--- src/rtl/dffr_shreg.sv ---
// Multi-stage WIDTH-bit register chain with hold, shift, rotate and clear modes.
// A fill counter and full flag record how many stages hold shifted-in data.
module dffr_shreg #(
    parameter int                 WIDTH   = 8,
    parameter int                 DEPTH   = 4,
    parameter logic [WIDTH-1:0]   RST_VAL = {WIDTH{1'b0}}
) (
    input  logic                         clk,
    input  logic                         nrst,
    input  logic [1:0]                   mode,
    input  logic [WIDTH-1:0]             i,
    output logic [WIDTH-1:0]             q,
    output logic [WIDTH*DEPTH-1:0]       pq,
    output logic [$clog2(DEPTH+1)-1:0]   cnt,
    output logic                         full
);

    localparam int            CW      = $clog2(DEPTH+1);
    localparam logic [CW-1:0] CNT_MAX = CW'(DEPTH);

    localparam logic [1:0] MODE_HOLD   = 2'b00;
    localparam logic [1:0] MODE_SHIFT  = 2'b01;
    localparam logic [1:0] MODE_ROTATE = 2'b10;
    localparam logic [1:0] MODE_CLEAR  = 2'b11;

    logic [WIDTH-1:0] stage_r [DEPTH];
    logic [WIDTH-1:0] stage_s [DEPTH];
    logic [CW-1:0]    cnt_r;
    logic [CW-1:0]    cnt_s;
    logic             full_r;
    logic             full_s;

    // Next-state selection; an unknown mode poisons all state so it is visible in simulation.
    always_comb begin
        stage_s = stage_r;
        cnt_s   = cnt_r;
        full_s  = full_r;
        case (mode)
            MODE_HOLD: begin
                stage_s = stage_r;
            end
            MODE_SHIFT: begin
                stage_s[0] = i;
                for (int k = 1; k < DEPTH; k++) begin
                    stage_s[k] = stage_r[k-1];
                end
                if (cnt_r == CNT_MAX) begin
                    cnt_s = CNT_MAX;
                end else begin
                    cnt_s = cnt_r + CW'(1);
                end
                full_s = (cnt_s == CNT_MAX);
            end
            MODE_ROTATE: begin
                stage_s[0] = stage_r[DEPTH-1];
                for (int k = 1; k < DEPTH; k++) begin
                    stage_s[k] = stage_r[k-1];
                end
            end
            MODE_CLEAR: begin
                for (int k = 0; k < DEPTH; k++) begin
                    stage_s[k] = RST_VAL;
                end
                cnt_s  = {CW{1'b0}};
                full_s = 1'b0;
            end
            default: begin
                for (int k = 0; k < DEPTH; k++) begin
                    stage_s[k] = {WIDTH{1'bx}};
                end
                cnt_s  = {CW{1'bx}};
                full_s = 1'bx;
            end
        endcase
    end

    // State registers with synchronous active-low reset; unknown reset poisons state.
    always_ff @(posedge clk) begin
        if (nrst == 1'b0) begin
            for (int k = 0; k < DEPTH; k++) begin
                stage_r[k] <= RST_VAL;
            end
            cnt_r  <= {CW{1'b0}};
            full_r <= 1'b0;
        end else if (nrst == 1'b1) begin
            stage_r <= stage_s;
            cnt_r   <= cnt_s;
            full_r  <= full_s;
        end else begin
            for (int k = 0; k < DEPTH; k++) begin
                stage_r[k] <= {WIDTH{1'bx}};
            end
            cnt_r  <= {CW{1'bx}};
            full_r <= 1'bx;
        end
    end

    for (genvar g = 0; g < DEPTH; g++) begin : g_pq
        assign pq[g*WIDTH +: WIDTH] = stage_r[g];
    end

    assign q    = stage_r[DEPTH-1];
    assign cnt  = cnt_r;
    assign full = full_r;

endmodule

--- config.mk ---
export PLATFORM = sky130hd
export DESIGN_NAME = dffr_shreg
export DESIGN_NICKNAME = d
export VERILOG_FILES = /design/src/rtl/dffr_shreg.sv
export SDC_FILE = /design/constraint.sdc
export NUM_CORES = 1
export LEC_CHECK = 0
export CAP_MARGIN = 5
export CELL_PAD_IN_SITES_DETAIL_PLACEMENT = 0
export CELL_PAD_IN_SITES_GLOBAL_PLACEMENT = 2
export CORE_AREA = 8 8 85 87
export DETAILED_ROUTE_END_ITERATION = 10
export DIE_AREA = 0 0 93 95
export PLACE_DENSITY = 0.88
export SYNTH_ARGS = -nofsm -noshare
export SYNTH_HDL_FRONTEND = slang
export SYNTH_SLANG_ARGS = --single-unit
--- constraint.sdc ---
create_clock -name clk -period 3.5 [get_ports clk]
set_clock_uncertainty 0.15 [all_clocks]
set_input_delay 0.525 -clock clk [delete_from_list [all_inputs] [get_ports clk]]
set_output_delay 0.525 -clock clk [all_outputs]
set_load 0.01 [all_outputs]
Yosys cells after proc, flatten, opt, wreduce, memory -nomap -nowiden. Cells that the tools add are included.

Add/sub/neg operators: 1. Reduce and logical (&&, ||, !) cells: 2. Muxes and demuxes: 5. Eq/ne operators: 5.

Operators by type and width (number): $pmux 32 s3 (1); $eq 3x3->1 const B (2); $mux 3 (2); $pmux 3 s2 (1); $eq 2x2->1 const B (2); $add 3x1->3 const B (1); $eq 2x1->1 const B (1); $logic_not 2->1 (1); $pmux 1 s2 (1); $reduce_bool 2->1 (1).

Output and inout bits: 44. Bits of input ports: 12. Bits in registers: 36.

Logic depth before layout (Yosys ltp). Gate-level depths: netlist of run 1.

Depth in word-level cells: 5. Depth in mapped cells: 5. Mapped depth without buffers: 5.

Worst setup path before layout of run 1. No wires, ideal clock.

Kind: in2reg. From: input mode[1]. To: register stage_r (netlist bit pq[11]). Required time: 3.234 ns. Stages on the path: 5. Setup slack: 2.086 ns. Arrival time: 1.149 ns. Setup time: 0.116 ns. Cells stage by stage: buf_4 nand2_1 nand2_1 buf_4 a21oi_1.

Cells in the longest elaborated chain, start to end: 2. Elaborated cells between the ends (all ways): 5. Classes of those cells: eq/ne: 3; mux: 1; reduce/logical: 1.

RTL lines: start, declared (line 10) `input logic [1:0] mode,`; $eq 2x2->1 / $eq 2x1->1 (equally long branches) (line 38) `case (mode)`; $pmux 32 s3 (line 38); end signal, assigned (line 86) `stage_r <= stage_s;`; end signal, assigned by index (line 91) `stage_r[k] <= {WIDTH{1'bx}};`; end, declared (line 26) `logic [WIDTH-1:0] stage_r [DEPTH];`.

Several ways; a longest one is shown, not always the timed one. A chain may end at the register's enable or synchronous reset.

Worst setup path in the final report of run 1.
From: input mode[1]. To: register stage_r (netlist bit q[2]).

Same word-level chain as after synthesis.

==> results of run 1 <==
-- cells by family (layout without fill, tap and decap cells) --
kind of cell,after synthesis,in the layout
flip-flops,36,36
AND/OR/NAND/NOR,67,67
buffers and inverters,20,63
AO/OA/AOI/OAI,38,38
XOR/XNOR,1,1
adder cells (fa/ha/maj),2,2
multiplexers,8,8
-- worst paths after layout --
path | start | to | slack, ns | cells after the start
setup / recovery | mode[1] | q[2] | 1.03 | 4
hold / removal | pq[12] | pq[12] | 0.32 | 2
setup reg to reg | cnt[0] | full | 2.15 | 3
hold reg to reg | pq[12] | pq[12] | 0.32 | 2
-- cell type report --
cell class	instances	area, µm²	area share (%)
flip-flops and latches	36	721	34.6
multi-input cells	116	641	30.7
repair buffers	55	551	26.4
well taps	75	93.8	4.50
clock buffers	5	68.8	3.30
inverters	3	11.3	0.540
-- where the power goes --
part	internal (mW)	switching (mW)	leakage [nW]
Combinational	0.0326	0.0403	0.373
Sequential	0.416	0.00539	0.291
Clock	0.128	0.129	0.0359
-- sequential cells by signal (all words and copies together) (netlist names) --
name / flops
full: 1
cnt: 3
pq: 24
q: 8
-- stage by stage --
| step | total power, mW | cells | setup WS (ns) | utilization, % |
|---|---|---|---|---|
| 3_3_place_gp | 0.505 | 285 | 0.752 | 34.7 |
| 3_5_place_dp | 0.505 | 285 | 0.712 | 34.7 |
| 6_report | 0.752 | 290 | 1.03 | 35.9 |
| 2_1_floorplan | 0.470 | 172 | 2.09 | - |
| 5_1_grt | 0.786 | 290 | 0.790 | 35.9 |
| 4_1_cts | 0.765 | 290 | 1.00 | 35.9 |
-- synthesized netlist by cell type --
master / n
sky130_fd_sc_hd__nor2_2: 1
sky130_fd_sc_hd__a2bb2oi_1: 2
sky130_fd_sc_hd__or2_1: 8
sky130_fd_sc_hd__nor2_1: 9
sky130_fd_sc_hd__o41ai_2: 1
sky130_fd_sc_hd__a22oi_1: 7
sky130_fd_sc_hd__buf_6: 1
sky130_fd_sc_hd__dfxtp_1: 36
sky130_fd_sc_hd__buf_4: 11
sky130_fd_sc_hd__buf_2: 3
sky130_fd_sc_hd__and2b_1: 1
sky130_fd_sc_hd__xor2_2: 1
sky130_fd_sc_hd__nand2_1: 44
sky130_fd_sc_hd__mux2i_1: 8
sky130_fd_sc_hd__clkinv_1: 1
sky130_fd_sc_hd__o211ai_1: 1
sky130_fd_sc_hd__clkbuf_1: 2
sky130_fd_sc_hd__ha_1: 2
sky130_fd_sc_hd__or2_0: 1
sky130_fd_sc_hd__nand3b_1: 2
sky130_fd_sc_hd__nand2b_1: 1
sky130_fd_sc_hd__inv_1: 2
sky130_fd_sc_hd__a21oi_1: 27
-- critical path: stages --
cell                              delay [ns]
sky130_fd_sc_hd__clkdlybuf4s50_1        0.78
sky130_fd_sc_hd__nor2_2                 0.90
sky130_fd_sc_hd__a22oi_1                0.21
sky130_fd_sc_hd__nor2_1                 0.12
-- metal layers --
layer	up-vias	part of all wire, %	GRT usage [%]
li1	650	-	-
met1	585	44	10.6
met2	41	45	15.1
met3	8	8.7	4.52
met4	0	1.7	4.83
met5	-	0	0
==> impl_metrics.env, run 1 <==
export IMPL_num_antenna_cells=0
export IMPL_antenna_found_initial=0
export IMPL_detail_route_antenna_nets=0
export IMPL_holdBufCountCts=0
export IMPL_most_area_consuming_cells_after_synthesis="sky130_fd_sc_hd__dfxtp_1 (48%), sky130_fd_sc_hd__nand2_1 (11%), sky130_fd_sc_hd__a21oi_1 (9.1%), sky130_fd_sc_hd__buf_4 (5.5%), sky130_fd_sc_hd__mux2i_1 (5.4%)"
export IMPL_grt_overflow_total=0
export IMPL_design_die_area_um2=8840
export IMPL_grt_first_pass_wirelength_um=6560
export IMPL_clock_sinks=36
export IMPL_synth_compound_gate_area_share_pct=15.4
export IMPL_port_buffer_count=55
export IMPL_tritoncts="yes"
export IMPL_required_time_worst_endpoint_ns=3.56
export IMPL_worst_setup_path_start_kind="primary input"
export IMPL_yosys_area_share_adder_pct=1.68
export IMPL_layout_cells_most_common_list="sky130_fd_sc_hd__clkdlybuf4s50_1 (55), sky130_fd_sc_hd__nand2_1 (44), sky130_fd_sc_hd__dfxtp_1 (36), sky130_fd_sc_hd__a21oi_1 (27), sky130_fd_sc_hd__nor2_1 (9)"
export IMPL_cts_inserted_buffers=5
export IMPL_syn_area_per_cell_um2=8.66
export IMPL_worstMarginPinSlew_ns=0.937
export IMPL_vias=1284
export IMPL_grt_max_degree=25
export IMPL_maximum_fanout_along_the_worst_path=24
export IMPL_floorplan_die_width_um=93
export IMPL_dpl_cell_area_um2=2020
export IMPL_synth_ff_latch_count=36
export IMPL_timing_max_slew_rel_slack_pct=37.5
export IMPL_hold_ws_ns=0.325
export IMPL_htree_num_levels=2
export IMPL_design_final_nets=231
export IMPL_ys_seq_area_share_pct=48.4
export IMPL_cts_root_buffer_cell="sky130_fd_sc_hd__clkbuf_8"
export IMPL_most_common_cell_after_layout_fill_and_taps_aside="sky130_fd_sc_hd__clkdlybuf4s50_1"
export IMPL_number_of_optimization_iterations_in_the_first_detailed_route_pass=4
export IMPL_outcome="finished clean"
export IMPL_cts_clk_slew_worst_paths_ns=0.07
export IMPL_grt_total_usage_pct=9.57
export IMPL_drt_total_wl_um=4140
export IMPL_initial_utilization_pct=25.6
export IMPL_post_cts_setup_buffers=0
export IMPL_syn_instance_count=172
export IMPL_sum_neg_setup_slack_ns=0
export IMPL_design_core_area_um2=5820
export IMPL_slew_viol_final=0
export IMPL_hold_viol_final=0
export IMPL_synth_largest_type_area_fraction_pct=48.4
export IMPL_area_growth_syn_to_layout_pct=40.1
export IMPL_n_fill_cell=611
export IMPL_netlist_area_um2=1490
export IMPL_criticalPathCategory="primary input to flip-flop"
export IMPL_p_per_area_nw_per_um2=360
export IMPL_worst_hold_path_type="flip-flop to flip-flop"
export IMPL_synth_area_in_simple_gates_pct=19.5
export IMPL_worst_ir_drop_vdd_mv=0.165
export IMPL_route_detailed_wl_per_inst_um=14.3
export IMPL_rsz0062_at_grt="false"
export IMPL_yosys_area_share_xor_xnor_pct=1.09
export IMPL_clock_latency_late_sink_ns=0.28
export IMPL_synth_largest_area_cell="sky130_fd_sc_hd__dfxtp_1"
export IMPL_final_layout_size_suffix_gt1_share_pct=3.72
export IMPL_post_cts_resized=0
export IMPL_post_route_min_period_ns=2.47
export IMPL_dp_hpwl_um=2930
export IMPL_drt_vias_per_instance=4.43
export IMPL_design_area_um2=2090
export IMPL_critical_path_endpoint_type="flip-flop"
export IMPL_yosys_warnings=0
export IMPL_max_cap_violations=0
export IMPL_num_io_pins=56
export IMPL_layout_worst_path_cycle_share_pct=70.7
export IMPL_clock_fmax_ghz=0.404
export IMPL_clockBufferDepth=2
export IMPL_drc=0
export IMPL_leakage_nw=0.701
export IMPL_placementRows=28
export IMPL_synth_mux_area_share_pct=5.38
export IMPL_grt_pass1_vias=1257
export IMPL_ys_types=23
export IMPL_synth_fp_nets=186
export IMPL_cp_arrival_ns=2.53
export IMPL_final_setup_viol_count=0
export IMPL_routabilityCongestion=0.712
export IMPL_floorplan_die_height_um=95
export IMPL_dominant_combinational_cell_family_by_area_after_synthesis="simple AND/OR/NAND/NOR gates"
export IMPL_drt_first_iter_violations=90
(Power assumes the default switching activity.)
==> run 2: changes to the inputs <==
- CORE_AREA: 8 8 85 87 -> 8 8 92 94
- DIE_AREA: 0 0 93 95 -> 0 0 100 102
- PLACE_DENSITY: 0.88 -> 0.8
- clock period: 3.5 -> 2.08 ns (I/O delays scaled with it)
==> impl_metrics.env, run 2 (synthesis results as in run 1) <==
export IMPL_outcome="finished clean"
export IMPL_num_antenna_cells=0
export IMPL_drc=0
export IMPL_drt_total_wl_um=4490
export IMPL_routabilityCongestion=0.699
export IMPL_layout_worst_path_cycle_share_pct=82.6
export IMPL_port_buffer_count=55
export IMPL_instances_no_fill=325
export IMPL_max_cap_violations=0
export IMPL_hold_viol_final=0
export IMPL_slew_viol_final=0
export IMPL_crit_family="buffers and inverters"
export IMPL_dp_hpwl_um=3310
export IMPL_layout_cells_most_common_list="sky130_fd_sc_hd__clkdlybuf4s50_1 (55), sky130_fd_sc_hd__nand2_1 (44), sky130_fd_sc_hd__dfxtp_1 (36), sky130_fd_sc_hd__a21oi_1 (27)"
export IMPL_timing_max_slew_rel_slack_pct=57.5
export IMPL_dp_cells=318
export IMPL_cell_by_cell_trace_of_the_critical_path="clkdlybuf4s50_1"
export IMPL_post_route_min_period_ns=1.72
export IMPL_final_layout_size_suffix_gt1_share_pct=7.96
export IMPL_grt_max_degree=18
export IMPL_antenna_found_initial=0
export IMPL_final_setup_viol_count=0
export IMPL_criticalPathCategory="flip-flop to output port"
export IMPL_n_fill_cell=771
export IMPL_postLayoutCoreUtil_pct=31.1
export IMPL_clock_fmax_ghz=0.582
export IMPL_worst_setup_path_start_kind="flip-flop"
export IMPL_grt_pass1_vias=1434
export IMPL_design_power_total_mw=1.32
export IMPL_cts_clk_slew_worst_paths_ns=0.07
export IMPL_htree_num_levels=2
export IMPL_cts_inserted_buffers=5
export IMPL_post_cts_resized=0
export IMPL_leakage_nw=0.750
export IMPL_vias=1314
export IMPL_most_common_cell_after_layout_fill_and_taps_aside="sky130_fd_sc_hd__clkdlybuf4s50_1"
export IMPL_design_core_area_um2=7060
export IMPL_post_cts_setup_buffers=0
export IMPL_clock_sinks=36
export IMPL_num_io_pins=56
export IMPL_drt_vias_per_instance=4.04
export IMPL_design_final_nets=240
export IMPL_rsz0062_at_grt="false"
export IMPL_number_of_optimization_iterations_in_the_first_detailed_route_pass=4
export IMPL_sum_neg_setup_slack_ns=0
export IMPL_floorplan_die_width_um=100
export IMPL_clock_latency_late_sink_ns=0.29
export IMPL_design_die_area_um2=10200
export IMPL_largest_register_ffs=24
export IMPL_worst_ir_drop_vdd_mv=0.206
export IMPL_clockBufferDepth=2
export IMPL_cts_root_buffer_cell="sky130_fd_sc_hd__clkbuf_8"
export IMPL_grt_overflow_total=0
export IMPL_worstMarginPinSlew_ns=0.637
export IMPL_drt_first_iter_violations=56
export IMPL_critical_path_buf_inv_count=1
export IMPL_critical_path_endpoint_type="output port"
export IMPL_required_time_worst_endpoint_ns=1.62
export IMPL_hold_ws_ns=0.314
export IMPL_cpMaxStageDelayCell="sky130_fd_sc_hd__clkdlybuf4s50_1"
export IMPL_detail_route_antenna_nets=0
export IMPL_initial_utilization_pct=21.1
export IMPL_grt_first_pass_wirelength_um=7320
export IMPL_worst_hold_path_type="flip-flop to flip-flop"
export IMPL_floorplan_die_height_um=102
export IMPL_maximum_fanout_along_the_worst_path=4
export IMPL_tritoncts="yes"
export IMPL_placementRows=31
export IMPL_p_per_area_nw_per_um2=600
export IMPL_holdBufCountCts=0
export IMPL_route_detailed_wl_per_inst_um=13.8
export IMPL_area_growth_syn_to_layout_pct=47.2
export IMPL_critical_path_max_stage_delay_ns=0.57
export IMPL_cp_arrival_ns=1.26
export IMPL_grt_total_usage_pct=9.33
## run 2: changes by cell type in the layout (fill, tap and decap cells not counted)
| cell | delta |
|---|---|
| sky130_fd_sc_hd__buf_4 | +9 |
| sky130_fd_sc_hd__clkbuf_1 | +1 |
| sky130_fd_sc_hd__clkinv_2 | +1 |
## run 2: cell type report
cell class / instances / area [µm²] / share of cell area [%]
inverters: 3 / 11.3 / 0.514
clock buffers: 6 / 72.6 / 3.31
clock inverters: 1 / 5.00 / 0.228
well taps: 99 / 124 / 5.65
repair buffers: 64 / 618 / 28.2
flip-flops and latches: 36 / 721 / 32.9
multi-input cells: 116 / 641 / 29.2
## run 2: path summary, 6_finish.rpt
kind	start	endpoint	slack, ns	cells after the start
worst min-delay path	pq[22]	pq[22]	0.31	2
worst max register to register	cnt[0]	full	0.75	3
worst min register to register	pq[22]	pq[22]	0.31	2
worst max-delay path	q[1]	q[1]	0.36	1
## run 2: metrics by stage
stage                     instance area, µm²  setup slack, ns
after floorplan                         1490            0.759
after global routing                    2190            0.247
final                                   2190            0.362
after detailed placement                2110           0.0972
after CTS                               2190            0.343
after global placement                  2110            0.143
## run 2: per-layer routing
layer	part of all wire [%]	up-vias	GRT usage, %	wire, µm
met3	6.9	5	3.81	308
li1	-	667	-	-
met1	45	605	9.97	2020
met2	47	37	16.0	2120
met4	1.0	0	3.84	46
met5	0	-	0	0
## run 2: tightest hold or removal path, delay by kind of cell, from the launching register on
family / cells / cell delay [ns]
flops: 1 / 0.32
simple gates: 1 / 0.05
compound gates: 1 / 0.05
## run 2: where the power goes
| part | internal [mW] | switching, mW | total, mW | leakage [nW] |
|---|---|---|---|---|
| combinational | 0.0660 | 0.0724 | 0.138 | 0.417 |
| sequential | 0.700 | 0.00908 | 0.709 | 0.291 |
| clock | 0.228 | 0.240 | 0.468 | 0.0410 |
| total | 0.993 | 0.322 | 1.32 | 0.750 |
==> run 3: changes to the inputs <==
- CORE_AREA: 8 8 92 94 -> 8 8 88 90
- DIE_AREA: 0 0 100 102 -> 0 0 96 98
- PLACE_DENSITY: 0.8 -> 0.83
- clock period: 2.08 -> 1.8 ns (I/O delays scaled with it)
==> impl_metrics.env, run 3 (synthesis results as in run 1) <==
export IMPL_detail_route_antenna_nets=0
export IMPL_grt_max_degree=18
export IMPL_design_core_area_um2=6490
export IMPL_clock_fmax_ghz=0.597
export IMPL_htree_num_levels=2
export IMPL_place_worst_setup_slack_ns=0.0346
export IMPL_design_die_area_um2=9410
export IMPL_vias=1322
export IMPL_cts_inserted_buffers=5
export IMPL_maximum_fanout_along_the_worst_path=4
export IMPL_area_growth_syn_to_layout_pct=49.3
export IMPL_holdBufCountCts=0
export IMPL_drt_total_wl_um=4350
export IMPL_grt_first_pass_wirelength_um=7030
export IMPL_cts_clk_slew_worst_paths_ns=0.07
export IMPL_leakage_nw=0.778
export IMPL_floorplan_die_height_um=98
export IMPL_drt_vias_per_instance=4.25
export IMPL_num_antenna_cells=0
export IMPL_critical_path_buf_inv_count=1
export IMPL_sum_neg_setup_slack_ns=0
export IMPL_max_cap_violations=0
export IMPL_worst_ir_drop_vdd_mv=0.273
export IMPL_design_power_total_mw=1.58
export IMPL_drc=0
export IMPL_final_layout_size_suffix_gt1_share_pct=9.52
export IMPL_clock_sinks=36
export IMPL_critical_path_endpoint_type="output port"
export IMPL_required_time_worst_endpoint_ns=1.38
export IMPL_crit_family="buffers and inverters"
export IMPL_routabilityCongestion=0.743
export IMPL_outcome="finished clean"
export IMPL_p_per_area_nw_per_um2=713
export IMPL_slew_viol_final=0
export IMPL_sequential_cell_area_um2=721
export IMPL_critical_path_max_stage_delay_ns=0.57
export IMPL_largest_register_ffs=24
export IMPL_placementRows=30
export IMPL_clock_latency_late_sink_ns=0.29
export IMPL_route_detailed_wl_per_inst_um=14.0
export IMPL_rsz0062_at_grt="false"
export IMPL_cp_arrival_ns=1.25
export IMPL_worstMarginPinSlew_ns=0.458
export IMPL_grt_total_usage_pct=9.78
export IMPL_n_fill_cell=684
export IMPL_most_common_cell_after_layout_fill_and_taps_aside="sky130_fd_sc_hd__clkdlybuf4s50_1"
export IMPL_port_buffer_count=55
export IMPL_cpMaxStageDelayCell="sky130_fd_sc_hd__clkdlybuf4s50_1"
export IMPL_criticalPathCategory="flip-flop to output port"
export IMPL_tritoncts="yes"
export IMPL_dp_hpwl_um=3250
export IMPL_worst_setup_path_start_kind="flip-flop"
export IMPL_drt_first_iter_violations=61
export IMPL_post_route_min_period_ns=1.67
export IMPL_multi_input_area_um2=641
export IMPL_hold_viol_final=0
export IMPL_number_of_optimization_iterations_in_the_first_detailed_route_pass=4
export IMPL_grt_pass1_vias=1371
export IMPL_postLayoutCoreUtil_pct=34.2
export IMPL_layout_worst_path_cycle_share_pct=93.0
export IMPL_design_final_nets=244
export IMPL_final_setup_viol_count=0
export IMPL_cell_by_cell_trace_of_the_critical_path="clkdlybuf4s50_1"
export IMPL_num_io_pins=56
export IMPL_cts_root_buffer_cell="sky130_fd_sc_hd__clkbuf_8"
export IMPL_worst_hold_path_type="flip-flop to flip-flop"
export IMPL_floorplan_die_width_um=96
export IMPL_post_cts_setup_buffers=0
export IMPL_initial_utilization_pct=22.9
export IMPL_antenna_found_initial=0
export IMPL_post_cts_resized=0
export IMPL_timing_max_slew_rel_slack_pct=69.5
export IMPL_layout_cells_most_common_list="sky130_fd_sc_hd__clkdlybuf4s50_1 (55), sky130_fd_sc_hd__nand2_1 (44), sky130_fd_sc_hd__dfxtp_1 (36), sky130_fd_sc_hd__a21oi_1 (27), sky130_fd_sc_hd__buf_4 (12)"
export IMPL_clockBufferDepth=2
export IMPL_grt_overflow_total=0
export IMPL_post_route_worst_setup_slack_ns=0.126
run 3: changes by cell type in the layout (fill, tap and decap cells not counted), sizes merged:
| cell | before | now |
|---|---|---|
| buf | 9 | 13 |
| clkinv | 2 | 1 |
| clkbuf | 6 | 8 |
run 3: path summary, 6_finish.rpt:
path	from	slack, ns	cells past startpoint	end
hold reg to reg	pq[20]	0.32	2	pq[20]
setup / recovery	q[2]	0.13	1	pq[26]
setup reg to reg	cnt[0]	0.47	3	full
hold / removal	pq[20]	0.32	2	pq[20]
run 3: stage by stage:
| step | hold slack (ns) | instances | area [µm²] |
|---|---|---|---|
| global placement | 0.304 | 303 | 2130 |
| floorplan | 0.260 | 172 | 1490 |
| detailed placement | 0.311 | 303 | 2130 |
| CTS | 0.319 | 311 | 2220 |
| finish | 0.317 | 311 | 2220 |
| global route | 0.342 | 311 | 2220 |
run 3: where the power goes:
group	leakage [nW]	switching, mW	internal, mW
clock network	0.0455	0.282	0.312
registers	0.291	0.0106	0.809
logic	0.441	0.0856	0.0853
total	0.778	0.378	1.21
run 3: final cells by class:
type,count,area share [%]
timing repair buffer,68,29.7
tap,80,4.50
inverter,3,0.506
multi-input combinational,116,28.8
clock buffer,8,4.05
sequential,36,32.4
run 3: routing by layer:
layer / up-vias / routed length [µm] / track usage [%]
li1: 674 / - / -
met1: 606 / 1940 / 11.5
met2: 34 / 2060 / 15.4
met3: 8 / 272 / 3.45
met4: 0 / 79 / 4.26
met5: - / 0 / 0
==> RTL edit 1: new RTL, config.mk and constraints of run 3 <==
Put one more register stage on the output `cnt`, with the module's reset. The value now appears one clock later. The other outputs are not delayed to match.
--- a/src/rtl/dffr_shreg.sv
+++ b/src/rtl/dffr_shreg.sv
@@ -101,5 +101,11 @@
 
     assign q    = stage_r[DEPTH-1];
-    assign cnt  = cnt_r;
+    always_ff @(posedge clk) begin
+        if (nrst == 1'b0) begin
+            cnt <= '0;
+        end else begin
+            cnt <= cnt_r;
+        end
+    end
     assign full = full_r;
 
Function: changed (Yosys sat finds a counterexample within 4 cycles, from zero or initial values and one cycle with nrst low).
==> RTL edit 1 against run 3 <==
Global-route usage is 0.11 points lower. Highest routed layer unchanged. Setup slack got worse by 0.80 ps. Cell area up 4.9%. Power is 3.4% higher. Sequential power is 8.2% higher. Fmax about the same. Critical path type unchanged. Count of clock-buffer cells in the layout down 2. Sequential cell count rose by 3. Synthesized area is 11% higher. Routed wire length rose by 2.5%. Largest cell class unchanged.
==> RTL edit 1: results (changes against run 3) <==
Outcome
  – Outcome: finished, final reports clean

Drt
  – Vias/cell: 4.403 (+3.6%)
  – DRT Wirelength: 4460 um (+2.5%)
  – Initial DRC count: 40 (-34%)

Critical path
  – Worst reg2reg path startpoint: cnt_r[0]
  – Flop-to-flop setup slack: 240 ps (-230 ps)
  – Worst reg2reg path depth: 5 (+2)

Power and ir drop
  – Pleak: 0.8016 nW (+3.0%)
  – VDD IR max: 0.2743 mV (+0.56%)

Global routing
  – Grt total ovfl: 0 (unchanged)
  – All-Layer GR Usage: 9.670% (-0.11 points)
  – Pin count of the biggest net entering global routing: 25 (+7)
  – Vias in the first global route: 1403 (+2.3%)

Place
  – Post-DP Area: 2247 um2 (+5.3%)
  – Final Wtd Congestion: 0.7239 (-2.6%)
  – Half-perimeter wire length after placement: 3247 um (about the same)

Layout
  – Share of layout cells above drive strength 1: 9.787% (+0.26 points)
  – Layout fillers: 697 (+1.9%)
  – Max reg flops: 24 (unchanged)
  – Nets: 248 (+1.6%)

Logic synthesis
  – Commonest cells in the netlist: 44 x nand2_1, 39 x dfxtp_1, 18 x a21oi_1, 11 x buf_4, 9 x nor2b_1
  – Mapped Nets: 196 (+5.4%)
  – Sequential share of the synthesized area: 47.38% (-1.0 points)
  – Unique masters post-synth: 27 (+17%)
  – Synth area leaders: dfxtp_1 47%, nand2_1 10%, a21oi_1 5.5%

Hold path
  – Hold EP: pq[9]
  – HP Start: pq[9]

CTS
  – H-tree levels: 2 (unchanged)

Timing
  – Least-Margin Pin Slew: 406.6 ps (-51.14 ps)
RTL edit 1: cell count changes after synthesis, moves of 3 or more:
cell             run 3  this run
dfxtp_1             36        39
a21oi_1             27        18
or2_1                8         0
nor2b_1              0         9
nor2_1               9         1
or2_0                1         8
and2_1               0         3
a21boi_1             0         8
RTL edit 1: cells by family (layout without fill, tap and decap cells):
kind of cell	after synthesis	after routing	synth area share (%)
DFF	39	39	47.38
xor gates and xnor gates	1	1	0.9874
buffers and inverters	21	74	8.428
AOI/OAI and AO/OA	37	37	14.43
muxes	8	8	4.860
adders and majority gates	2	2	1.518
and+or+nand+nor	74	74	22.40
RTL edit 1: where the power goes:
group	switching [mW]	internal, mW
Combinational	0.0856	0.0847
Clock	0.312	0.271
Sequential	0.0106	0.875
RTL edit 1: layout make-up:
cell class	count	area (um2)	share of cell area [%]
multi-input combinational	122	728.2	31.22
tap	80	100.1	4.292
sequential	39	780.7	33.48
clock inverter	2	12.51	0.5365
inverter	2	7.507	0.3219
timing repair buffer	64	630.6	27.04
clock buffer	6	72.57	3.112
RTL edit 1: per-layer routing:
metal  up-vias  part of all wire [%]  track usage, %
met5         -                     0               0
met4         0                   1.7           3.905
met3         6                   8.2           3.837
met2        44                    44           14.68
met1       643                    46           11.73
li1        694                     -               -
RTL edit 1: worst max path at each step:
stage                   from      to  slack [ps]  cells past startpoint
global route            q[0]  pq[24]          50                      1
finish                  q[0]  pq[24]         120                      1
detailed placement   mode[0]  pq[15]         -70                      4
CTS                     q[6]    q[6]         100                      1
floorplan           cnt_r[0]    full         330                      5
global placement     mode[0]  pq[15]         -50                      4
RTL edit 1: metrics by stage:
stage / TNS (ps) / hold WS (ps) / setup WS (ps) / power (mW) / std cells
global route: 0 / 351.7 / 52.80 / 1.712 / 315
global placement: -389.8 / 306.0 / -45.52 / 1.077 / 307
finish: 0 / 322.4 / 125.0 / 1.639 / 315
detailed placement: -923.1 / 312.2 / -65.80 / 1.079 / 307
floorplan: 0 / 259.2 / 331.3 / 0.9942 / 182
CTS: 0 / 325.4 / 95.87 / 1.663 / 315
==> RTL edit 2: new RTL, config.mk and constraints of run 3 <==
Without the edit above. The parameter `WIDTH` goes from 8 to 6.
--- a/src/rtl/dffr_shreg.sv
+++ b/src/rtl/dffr_shreg.sv
@@ -2,5 +2,5 @@
 // A fill counter and full flag record how many stages hold shifted-in data.
 module dffr_shreg #(
-    parameter int                 WIDTH   = 8,
+    parameter int                 WIDTH   = 6,
     parameter int                 DEPTH   = 4,
     parameter logic [WIDTH-1:0]   RST_VAL = {WIDTH{1'b0}}
Interface: changed (resized i, pq and q); port bits go from 56 to 44. No check against the original RTL was run, so the function may have changed too.
==> RTL edit 2 against run 3 <==
Synthesized area down 14%. Power down 25%. Critical path type unchanged. Routed wire length down 19%. Cell area down 15%. Sequential cell count down 8. Setup slack worse by 29 ps. Combinational power down 11%.
==> RTL edit 2: results (changes against run 3) <==
Timing
  – Smallest hold slack: 329.6 ps (+12.71 ps)
  – Max-slew headroom: 82.32% (+13 points)

Critical path
  – Crit-path max FO: 5 (+1)
  – Worst reg2reg path depth: 5 (+2)
  – Flop-to-flop setup slack: 320 ps (-150 ps)
  – Critical path arrival: 1280 ps (+30 ps)

Place
  – Post-DP Area: 1831 um2 (-14%)
  – Final Wtd Congestion: 0.7556 (+1.7%)
  – IO Port Bufs: 43 (-22%)
  – Half-perimeter wire length after placement: 2683 um (-17%)

Logic synthesis
  – Sequential share of the synthesized area: 43.54% (-4.9 points)
  – Commonest cells in the netlist: 39 x nand2_1, 28 x dfxtp_1, 10 x a21oi_2, 10 x nand2_2, 9 x buf_4
  – Synth area leaders: dfxtp_1 44%, nand2_1 11%, a21oi_2 6.8%
  – Unique masters post-synth: 28 (+22%)
  – Mapped Nets: 154 (-17%)

Global routing
  – Vias in the first global route: 1119 (-18%)
  – All-Layer GR Usage: 7.858% (-1.9 points)
  – First-pass GRT wire length: 5830 um (-17%)
  – Pin count of the biggest net entering global routing: 17 (-1)

CTS
  – Clock tree buffer depth: 2 (unchanged)
  – Clock tree root buffer cell: clkbuf_8
  – H-tree levels: 1 (-1)
  – Clock transition at path regs: 100 ps (+30 ps)
  – Inserted Clock Buffers: 3 (-2)

Layout
  – Register area: 560.5 um2 (-22%)
  – Share of layout cells above drive strength 1: 24.06% (+15 points)
  – Layout fillers: 702 (+2.6%)
  – Nets: 200 (-18%)
  – Max reg flops: 18 (-25%)

Drt
  – Initial DRC count: 27 (-56%)
  – Vias/cell: 4.037 (-5.0%)
  – Post-DR wirelength/cell: 13.17 um (-5.9%)

Power and ir drop
  – Pleak: 0.6266 nW (-19%)
  – VDD IR max: 0.4049 mV (+48%)

Hold path
  – WHS Path Cells: 2 (unchanged)

Outcome
  – Outcome: finished, final reports clean
==> RTL edit 2: power breakdown <==
group / switching (mW) / total (mW) / internal (mW)
Clock: 0.205 / 0.402 / 0.196
Sequential: 0.00940 / 0.638 / 0.629
Combinational: 0.0717 / 0.152 / 0.0808
==> RTL edit 2: layer usage <==
layer  GRT usage [%]  routed length [um]
met1           9.661                1601
met4           1.775                  37
met2           12.53                1656
met3           2.916                 221
met5               0                   0
==> RTL edit 2: logic make-up (layout without fill, tap and decap cells) <==
group,after synthesis,in the layout,synth area share [%]
buf+inv,16,61,9.231
compound gates,30,30,17.78
simple gates,59,59,21.58
mux,6,6,5.247
fa+ha+maj,2,2,1.943
xor+xnor,1,1,0.6804
flops,28,28,43.54
==> RTL edit 2: final timing paths <==
check,start,end
max,cnt[2],cnt[2]
min,pq[11],pq[17]
max reg2reg,cnt[0],full
min reg2reg,pq[11],pq[17]
==> RTL edit 2: metrics by stage <==
stage / std cells / setup WS (ps)
global route: 267 / 9.399
global placement: 263 / 123.0
CTS: 267 / 82.98
detailed placement: 263 / 118.9
finish: 267 / 96.71
floorplan: 142 / 375.7
==> RTL edit 2: layout make-up <==
| class | instances | share of cell area, % |
|---|---|---|
| repair buffers | 54 | 29.20 |
| clock buffers | 4 | 2.920 |
| well taps | 80 | 5.309 |
| inverters | 3 | 0.5972 |
| flip-flops and latches | 28 | 29.73 |
| multi-input cells | 98 | 32.25 |
